**config.mk**
```make
export PLATFORM = sky130hd
export DESIGN_NAME = rr_mux_reg_flat
export DESIGN_NICKNAME = d
export VERILOG_FILES = /design/src/rtl/rr_mux_reg_pkg.sv /design/src/rtl/rr_mux_reg_if.sv /design/src/rtl/rr_mux_reg_pick.sv /design/src/rtl/rr_mux_reg.sv /design/src/flat_wrapper.sv
export SDC_FILE = /design/constraint.sdc
export NUM_CORES = 1
export LEC_CHECK = 0
export ABC_AREA = 1
export CORE_MARGIN = 2
export CORE_UTILIZATION = 41
export CTS_CLUSTER_DIAMETER = 100
export DETAILED_ROUTE_END_ITERATION = 10
export GPL_TIMING_DRIVEN = 0
export PLACE_DENSITY = 0.84
export SLEW_MARGIN = 20
export SYNTH_ARGS = -nofsm -noshare
export SYNTH_HDL_FRONTEND = slang
export SYNTH_HIERARCHICAL = 1
export SYNTH_SLANG_ARGS = --single-unit
```
**constraint.sdc**
```tcl
create_clock -name clk_i -period 3.9 [get_ports clk_i]
set_clock_uncertainty 0.05 [all_clocks]
set_input_delay 0.78 -clock clk_i [delete_from_list [all_inputs] [get_ports clk_i]]
set_output_delay 0.78 -clock clk_i [all_outputs]
set_load 0.01 [all_outputs]
```
**src/rtl/rr_mux_reg_pkg.sv**
```systemverilog
// Shared helpers for the round-robin mux family: source-index width function,
// default sizes, the per-cycle output action and the N >= 2 elaboration check.
`ifndef RR_MUX_REG_PKG_SV
`define RR_MUX_REG_PKG_SV

// A mux with fewer than two channels has nothing to arbitrate.
`define MUX_CHECK_N(n) if ((n) < 2) begin : g_bad_n $error("rr mux: N must be >= 2"); end

package rr_mux_reg_pkg;

    localparam int DefaultWidth = 8;
    localparam int DefaultN     = 4;

    function automatic int clog2(input int n);
        int r;
        r = 0;
        while ((1 << r) < n) begin
            r++;
        end
        return (r < 1) ? 1 : r;
    endfunction

    typedef enum logic [1:0] {
        ACT_HOLD,
        ACT_LOAD,
        ACT_DRAIN
    } out_action_e;

endpackage

`endif

```
**src/rtl/rr_mux_reg_if.sv**
```systemverilog
// Bundle of the N valid/ready source channels and the single valid/ready sink.
// The slave modport is the mux side; the master modport is the producer/consumer side.
interface rr_mux_reg_if import rr_mux_reg_pkg::*; #(
    parameter int WIDTH = DefaultWidth,
    parameter int N     = DefaultN
);
    localparam int SW = clog2(N);

    logic [N*WIDTH-1:0] inData;
    logic [N-1:0]       inValid;
    logic [N-1:0]       inReady;
    logic [WIDTH-1:0]   outData;
    logic [SW-1:0]      outSrc;
    logic               outValid;
    logic               outReady;

    modport master (
        output inData,
        output inValid,
        output outReady,
        input  inReady,
        input  outData,
        input  outSrc,
        input  outValid
    );

    modport slave (
        input  inData,
        input  inValid,
        input  outReady,
        output inReady,
        output outData,
        output outSrc,
        output outValid
    );

endinterface

```
**src/rtl/rr_mux_reg_pick.sv**
```systemverilog
// Combinational round-robin pick: first requester at or after ptr, wrapping to 0.
// Written as plain AND/OR arithmetic so unknown request bits propagate to the grant.
module rr_pick #(
    parameter int N  = 4,
    parameter int SW = 2
) (
    input  logic [N-1:0]  req_i,
    input  logic [SW-1:0] ptr_i,
    output logic [SW-1:0] g_o,
    output logic          any_o
);

    logic [N-1:0]   mask;
    logic [N-1:0]   folded;
    logic [2*N-1:0] doubled;
    logic [2*N-1:0] lowest;

    // Lower half holds only requests at or above ptr; upper half is the wrapped copy.
    assign mask    = {N{1'b1}} << ptr_i;
    assign doubled = {req_i, req_i & mask};
    assign lowest  = doubled & (~doubled + {{(2*N-1){1'b0}}, 1'b1});
    assign folded  = lowest[N-1:0] | lowest[2*N-1:N];
    assign any_o   = |req_i;

    always_comb begin
        g_o = '0;
        for (int i = 0; i < N; i++) begin
            g_o = g_o | ({SW{folded[i]}} & SW'(i));
        end
    end

endmodule

```
**src/rtl/rr_mux_reg.sv**
```systemverilog
// N-channel round-robin multiplexer with a single registered output slot.
// Holds the only state: the priority pointer and the output beat register.
module rr_mux_reg import rr_mux_reg_pkg::*; #(
    parameter int WIDTH = DefaultWidth,
    parameter int N     = DefaultN
) (
    input logic         clk_i,
    input logic         rst_i,
    rr_mux_reg_if.slave bus
);

    localparam int SW = clog2(N);

    `MUX_CHECK_N(N)

    logic [SW-1:0]    ptr_q;
    logic [SW-1:0]    ptr_d;
    logic [WIDTH-1:0] outData_q;
    logic [WIDTH-1:0] outData_d;
    logic [SW-1:0]    outSrc_q;
    logic [SW-1:0]    outSrc_d;
    logic             outValid_q;
    logic             outValid_d;

    logic [SW-1:0]    grant;
    logic [SW-1:0]    ptrNext;
    logic             anyReq;
    logic             load;
    logic             drain;
    logic [N-1:0]     grantOneHot;
    logic [WIDTH-1:0] selData;
    out_action_e      action;

    rr_pick #(
        .N  (N),
        .SW (SW)
    ) u_pick (
        .req_i (bus.inValid),
        .ptr_i (ptr_q),
        .g_o   (grant),
        .any_o (anyReq)
    );

    assign load  = (~outValid_q | bus.outReady) & anyReq & ~rst_i;
    assign drain = outValid_q & bus.outReady & ~anyReq;

    always_comb begin
        grantOneHot = '0;
        selData     = '0;
        for (int i = 0; i < N; i++) begin
            grantOneHot[i] = (grant == SW'(i));
        end
        for (int i = 0; i < N; i++) begin
            selData = selData | ({WIDTH{grantOneHot[i]}} & bus.inData[i*WIDTH +: WIDTH]);
        end
    end

    // Explicit wrap so non-power-of-two N never lets the pointer reach N.
    assign ptrNext = (grant == SW'(N-1)) ? '0 : grant + SW'(1);

    // Ternaries rather than if/case keep an unknown load visible in the next state.
    always_comb begin
        action     = load ? ACT_LOAD : (drain ? ACT_DRAIN : ACT_HOLD);
        outData_d  = (action == ACT_LOAD) ? selData : outData_q;
        outSrc_d   = (action == ACT_LOAD) ? grant   : outSrc_q;
        ptr_d      = (action == ACT_LOAD) ? ptrNext : ptr_q;
        outValid_d = (action == ACT_LOAD)  ? 1'b1 :
                     (action == ACT_DRAIN) ? 1'b0 : outValid_q;
    end

    always_ff @(posedge clk_i) begin
        if (rst_i) begin
            ptr_q      <= '0;
            outData_q  <= '0;
            outSrc_q   <= '0;
            outValid_q <= 1'b0;
        end else begin
            ptr_q      <= ptr_d;
            outData_q  <= outData_d;
            outSrc_q   <= outSrc_d;
            outValid_q <= outValid_d;
        end
    end

    assign bus.inReady  = {N{load}} & grantOneHot;
    assign bus.outData  = outData_q;
    assign bus.outSrc   = outSrc_q;
    assign bus.outValid = outValid_q;

endmodule

```
**src/flat_wrapper.sv**
```systemverilog
// flat-port wrapper written by rule: the top's interface ports become plain ports
module rr_mux_reg_flat import rr_mux_reg_pkg::*;
#(
    parameter int WIDTH = DefaultWidth,
    parameter int N     = DefaultN
)
  (clk_i, rst_i, bus_inData, bus_inValid, bus_outReady, bus_inReady, bus_outData, bus_outSrc, bus_outValid);
  rr_mux_reg_if #(.WIDTH(WIDTH), .N(N)) bus_i ();
  input logic clk_i;
  input logic rst_i;
  input wire logic [$bits(bus_i.inData)-1:0] bus_inData;
  input wire logic [$bits(bus_i.inValid)-1:0] bus_inValid;
  input wire logic [$bits(bus_i.outReady)-1:0] bus_outReady;
  output wire logic [$bits(bus_i.inReady)-1:0] bus_inReady;
  output wire logic [$bits(bus_i.outData)-1:0] bus_outData;
  output wire logic [$bits(bus_i.outSrc)-1:0] bus_outSrc;
  output wire logic [$bits(bus_i.outValid)-1:0] bus_outValid;
  assign bus_i.inData = bus_inData;
  assign bus_i.inValid = bus_inValid;
  assign bus_i.outReady = bus_outReady;
  assign bus_inReady = bus_i.inReady;
  assign bus_outData = bus_i.outData;
  assign bus_outSrc = bus_i.outSrc;
  assign bus_outValid = bus_i.outValid;
  rr_mux_reg #(.WIDTH(WIDTH), .N(N)) u_core (.clk_i(clk_i), .rst_i(rst_i), .bus(bus_i));
endmodule
```
==> results of run 1 <==
==> cell usage after synthesis <==
cell | n | area, sq um
nand2_1 | 89 | 334
inv_1 | 36 | 135
nor2_1 | 25 | 93.8
dfxtp_1 | 13 | 260
a21oi_1 | 5 | 25.0
buf_2 | 4 | 20.0
ha_1 | 4 | 50.1
nand3_1 | 4 | 20.0
buf_4 | 2 | 15.0
a21oi_2 | 1 | 8.76
inv_2 | 1 | 3.75
nand2_2 | 1 | 6.26
nand4_1 | 1 | 6.26
o21ai_0 | 1 | 5.00
or2_1 | 1 | 6.26
==> per-stage QoR <==
step / worst slack [ns] / power [uW] / instances / instance area [sq um]
finish: 0.192 / 487 / 273 / 1590
global route: 0.0154 / 532 / 273 / 1590
CTS: 0.135 / 491 / 273 / 1580
detailed placement: 0.142 / 408 / 269 / 1560
global placement: 0.171 / 404 / 269 / 1560
floorplan: 1.35 / 302 / 188 / 990
==> worst paths after layout <==
kind | cells after the start | start | end | slack [ns]
worst max-delay path | 12 | bus_inValid[1] | bus_inReady[0] | 0.19
worst max register to register | 15 | u_core/ptr_q[1] | u_core/bus.outData[1] | 2.04
worst min register to register | 2 | u_core/bus.outSrc[1] | u_core/bus.outSrc[1] | 0.42
worst min-delay path | 2 | u_core/bus.outSrc[1] | u_core/bus.outSrc[1] | 0.42
==> area by class of cell <==
class,instances,area (sq um)
plain buffers,6,35.0
clock buffers,4,26.3
fillers,219,668
inverters,37,139
multi-input cells,132,561
flip-flops and latches,13,260
well taps,28,35.0
repair buffers,53,531
==> cell families (layout without fill, tap and decap cells) <==
group	count (synthesis)	after routing
and+or+nand+nor	121	121
adders and majority gates	4	4
buffers and inverters	43	100
DFF	13	13
AOI/OAI and AO/OA	7	7
==> where the power goes <==
| group | internal [uW] | total (uW) | switching (uW) | leakage, uW |
|---|---|---|---|---|
| clock | 39.7 | 82.1 | 42.4 | 0.0000150 |
| sequential | 152 | 164 | 12.0 | 0.000108 |
| combinational | 119 | 241 | 122 | 0.000717 |
==> per-layer routing <==
layer	vias to the layer above	track usage, %	routed length (microns)
met3	2	0.282	80
met2	37	30.4	1110
li1	649	-	-
met4	0	9.40	24
met1	440	26.4	1230
met5	-	0	0
==> registers in the layout, indices dropped and copies added (netlist names) <==
name / count
u_core/bus.outValid: 1
u_core/bus.outData: 8
u_core/ptr_q: 2
u_core/bus.outSrc: 2
==> placed cells by master, fill, tap and decap left out <==
| cell | netlist | final |
|---|---|---|
| a21oi_2 | 1 | 1 |
| inv_2 | 1 | 1 |
| or2_1 | 1 | 1 |
| nand4_1 | 1 | 1 |
| nand3_1 | 4 | 3 |
| buf_2 | 4 | 4 |
| nand2_2 | 1 | 1 |
| o21ai_0 | 1 | 1 |
| buf_4 | 2 | 2 |
| ha_1 | 4 | 4 |
| clkbuf_4 | 0 | 3 |
| dfxtp_1 | 13 | 13 |
| a21oi_1 | 5 | 5 |
| nand3_2 | 0 | 1 |
| clkdlybuf4s50_1 | 0 | 53 |
| clkbuf_1 | 0 | 1 |
| inv_1 | 36 | 36 |
| nand2_1 | 89 | 89 |
| nor2_1 | 25 | 25 |
==> worst min-delay path, cell delays in order (launching register included) <==
cell	delay (ns)
dfxtp_1	0.32
nand2_1	0.06
a21oi_1	0.05
==> timing repair <==
item | 4_1_cts | 5_1_grt
hold buffers | 0 | 0
gates resized for setup | 0 | 1
endpoints found under the setup margin | 0 | 2
==> reports/qor.yml, run 1 <==
routing:
  drt-initial-drc-count: 11
  drc: 0
  vias_per_cell: 4.13
  drt-wirelength-per-cell_microns: 8.96
  route.vias.total: 1128
  wl_microns: 2450
  postRouteAntennaNets: 0
  first_pass_iters: 4
sta:
  setup_tns_ns: 0
  relSlewSlack_pct: 86.7
  setup_viol: 0
  slew_violations: 0
  rsz0062_at_grt: "no"
  fin_crit_sh_pct: 95.1
  period_needed_ns: 3.71
  fmax_ghz: 0.270
  hold_violations: 0
  timing.hold.ws_ns: 0.423
  tightest_slew_ns: 0.198
synthesis:
  syn_nets: 231
  syn-cell-area_sq_um: 990
  synthAdderAreaFrac_pct: 5.06
  ys_ff_latch: 13
  synth_xor_area_share_pct: 0
  yosysSeqAreaShare_pct: 26.3
  synth_cells: 188
  syn_area_per_cell_sq_um: 5.26
  synth_top_family_by_area: "simple AND/OR/NAND/NOR gates"
  synth-simple-area-share_pct: 47.2
  yosysWarnings: 6
  synthMuxAreaShare_pct: 0
  synth_cell_type_count: 15
  synth_compound_area_share_pct: 3.92
floorplan:
  dieArea_sq_mm: 0.00282
  die_h_microns: 53.1
  initial_core_util_pct: 43.9
  fp.dieW_microns: 53.1
  num_rows: 17
  core_area_sq_mm: 0.00225
  pin_count: 54
clock_network:
  cts.htree.levels: 1
  numCtsBuffers: 3
  worst_skew_pair.late_latency_ns: 0.27
  clockBufferDepth: 2
  cts_tree: "built"
  tritoncts_num_sinks: 13
  clk_pin_slew_worst_paths_ns: 0.07
  root_buffer: "clkbuf_4"
  cts_setup_buffers: 0
setup_path:
  crit_buf_inv: 6
  worstPathArrival_ns: 2.88
  max_stage_delay_ns: 0.54
  path_class: "in2out"
  critPathSlowestCell: "clkdlybuf4s50_1"
  startpoint_type: "input pin"
  cp_top_family: "buffers and inverters"
  crit_required_ns: 3.07
  end_kind: "output port"
  cp_max_fo: 9
  worstPathCellList: "clkdlybuf4s50_1, nand2_1, nand2_1, inv_1, nand2_1, nand3_2, inv_1, ha_1, buf_2, inv_1, nor2_1, clkdlybuf4s50_1"
layout:
  area_growth_pct: 60.3
  postLayoutCoreUtil_pct: 70.4
  final_nets: 289
  drive_gt1_share_pct: 5.31
  num_antenna_cells: 0
grt:
  antenna_found_initial: 0
  grt_usage_pct: 19.1
  first_global_vias: 989
  grt_max_degree: 11
  gr-total-overflow: 0
  grt_pass1_wl_microns: 3970
power:
  p_per_area_mw_per_mm2: 307
  leakagePower_uw: 0.000841
  vdd_drop_max_mv: 0.182
place:
  globalplace.congestion: 0.776
  portBuffers: 53
  dp_hpwl_microns: 1930
outcome:
  status: "complete, no violations"
run:
  drv_cap: 0
worst_hold_path:
  holdCritPathClass: "reg2reg"
Power figures use the tool's default switching activity.
==> run 2, diff against run 1 <==
Settings changed: CORE_UTILIZATION 41 to 38, PLACE_DENSITY 0.84 to 0.79.
Clock period 3.9 ns to 3.6 ns, I/O delays scaled along.
==> run 2 against run 1 <==
Compared with the run above: final cell count is 0.73% higher; flip-flop and latch count unchanged; combinational power increased by 10%; critical path depth stayed put; via count fell by 0.27%; wire length increased by 1.8%; hold slack improved by 0.0085 ns; clock-buffer cell count unchanged; critical endpoint unchanged; largest power group unchanged.
==> reports/qor.yml, run 2 (synthesized netlist as in run 1, its figures left out) <==
clock_network:
  clk_pin_slew_worst_paths_ns: 0.07  # about the same
  worst_skew_pair.late_latency_ns: 0.27  # about the same
  cts_tree: "built"
  cts_setup_buffers: 0  # unchanged
  postCtsHoldBufs: 0  # unchanged
  cts.htree.levels: 1  # unchanged
  root_buffer: "clkbuf_4"
  clockBufferDepth: 2  # unchanged
  tritoncts_num_sinks: 13  # unchanged
  numCtsBuffers: 3  # unchanged
sta:
  timing.hold.ws_ns: 0.432  # +0.00852 ns
  final.setup.worst_slack_ns: 0.423  # +0.231 ns
  setup_tns_ns: 0  # unchanged
  fmax_ghz: 0.315
  relSlewSlack_pct: 86.5  # -0.29 points
  rsz0062_at_grt: "no"
  tightest_slew_ns: 0.203  # +0.00439 ns
  hold_violations: 0  # unchanged
  fin_crit_sh_pct: 88.2
  setup_viol: 0  # unchanged
  period_needed_ns: 3.18
  slew_violations: 0  # unchanged
grt:
  antenna_found_initial: 0  # unchanged
  grt_pass1_wl_microns: 3820  # -4.0%
  gr-total-overflow: 0  # unchanged
  grt_max_degree: 11  # unchanged
  grt_usage_pct: 17.1  # -2.0 points
  first_global_vias: 938  # -5.2%
floorplan:
  num_rows: 18  # +1
  fp.dieW_microns: 55.0  # +3.6%
  core_area_sq_mm: 0.00248  # +9.9%
  pin_count: 54  # unchanged
  initial_core_util_pct: 39.9  # -3.9 points
  dieArea_sq_mm: 0.00303  # +7.3%
  die_h_microns: 55.0  # +3.6%
power:
  clockPowerShare_pct: 16.3  # -0.5 points
  seqPwrFrac_pct: 33.6  # about the same
  leakagePower_uw: 0.000908  # +8.0%
  p_per_area_mw_per_mm2: 329  # +7.0%
  p_sw_share_pct: 35.8  # -0.31 points
  vdd_drop_max_mv: 0.230  # +26%
  switchingPower_uw: 190  # +7.6%
  internal-power_uw: 339  # +9.0%
  pwr-share-comb_pct: 50.2  # +0.7 points
setup_path:
  startpoint_type: "input pin"
  crit_required_ns: 2.83  # -0.24 ns
  end_kind: "output port"
  path_class: "in2out"
  worstPathArrival_ns: 2.41  # -0.47 ns
  cp_max_fo: 9  # unchanged
routing:
  vias_per_cell: 4.09  # -0.99%
  route.vias.total: 1125  # -0.27%
  postRouteAntennaNets: 0  # unchanged
  drt-wirelength-per-cell_microns: 9.05  # +1.0%
  wl_microns: 2490  # +1.8%
  drt-initial-drc-count: 19  # +8
  drc: 0  # unchanged
  first_pass_iters: 4  # unchanged
layout:
  layout_common_cells: "nand2_1 (89), clkdlybuf4s50_1 (49), inv_1 (36)"
  final_common_cell: "nand2_1"
  drive_gt1_share_pct: 5.71  # +0.41 points
  final_nets: 289  # unchanged
  area_growth_pct: 62.6
  largest_reg_flops: 8  # unchanged
  num_antenna_cells: 0  # unchanged
  fillCellCount: 252  # +15%
  final_area_sq_mm: 0.00161  # +1.4%
place:
  globalplace.congestion: 0.729  # -6.0%
  dp_hpwl_microns: 1980  # +2.3%
  placed_cell_area_sq_mm: 0.00156  # +0.16%
  portBuffers: 53  # unchanged
  place_ws_ns: -0.0346  # -0.176 ns
worst_hold_path:
  holdCritPathClass: "reg2reg"
outcome:
  status: "complete, no violations"
run:
  drv_cap: 0  # unchanged
run 2: final cells by class:
cell class	count	area, sq um	area share [%]
Multi-Input combinational cell	132	563	35.0
Timing Repair Buffer	53	541	33.6
Sequential cell	13	260	16.2
Inverter	37	139	8.63
Buffer	6	42.5	2.64
Tap cell	30	37.5	2.33
Clock buffer	4	26.3	1.63
run 2: worst paths after layout:
kind	from	end	slack, ns	cells past startpoint
setup / recovery	bus_inValid[1]	bus_inReady[0]	0.42	12
hold reg to reg	u_core/bus.outSrc[1]	u_core/bus.outSrc[1]	0.43	2
setup reg to reg	u_core/ptr_q[1]	u_core/bus.outData[6]	1.74	15
hold / removal	u_core/bus.outSrc[1]	u_core/bus.outSrc[1]	0.43	2
run 2: layer usage:
metal	track usage [%]	routed length [microns]
met4	6.10	0
met5	0	0
met2	28.8	1180
met1	22.3	1200
met3	2.15	105
run 2: power groups by stage:
| stage | Clock [uW] | Sequential [uW] | Combinational, uW |
|---|---|---|---|
| 6_report | 86.0 | 178 | 265 |
| 5_1_grt | 98.8 | 180 | 305 |
| 4_1_cts | 89.8 | 178 | 265 |
| 3_5_place_dp | 0 | 181 | 263 |
| 3_3_place_gp | 0 | 180 | 259 |
| 2_1_floorplan | 0 | 188 | 140 |
run 2: through the flow:
step	power [uW]	std cells	util, %
floorplan	327	188	-
global placement	439	271	62.9
detailed placement	444	271	62.9
CTS	533	275	64.1
global route	583	275	64.9
finish	529	275	64.9
run 2: worst max-delay path, cell delays in order:
cell             delay [ns]
clkdlybuf4s50_1        0.51
nand2_1                0.08
nand2_1                0.08
inv_1                  0.04
nand2_1                0.09
nand3_2                0.13
inv_1                  0.11
ha_1                   0.14
buf_2                  0.19
inv_1                  0.06
nor2_1                 0.09
dlymetal6s2s_1         0.17
run 2: what timing repair did:
action / CTS / global route
cloned: 0 / 0
resized for setup: 1 / 8
pin swaps: 0 / 0
hold endpoints to repair: 0 / 0
setup endpoints to repair: 2 / 4
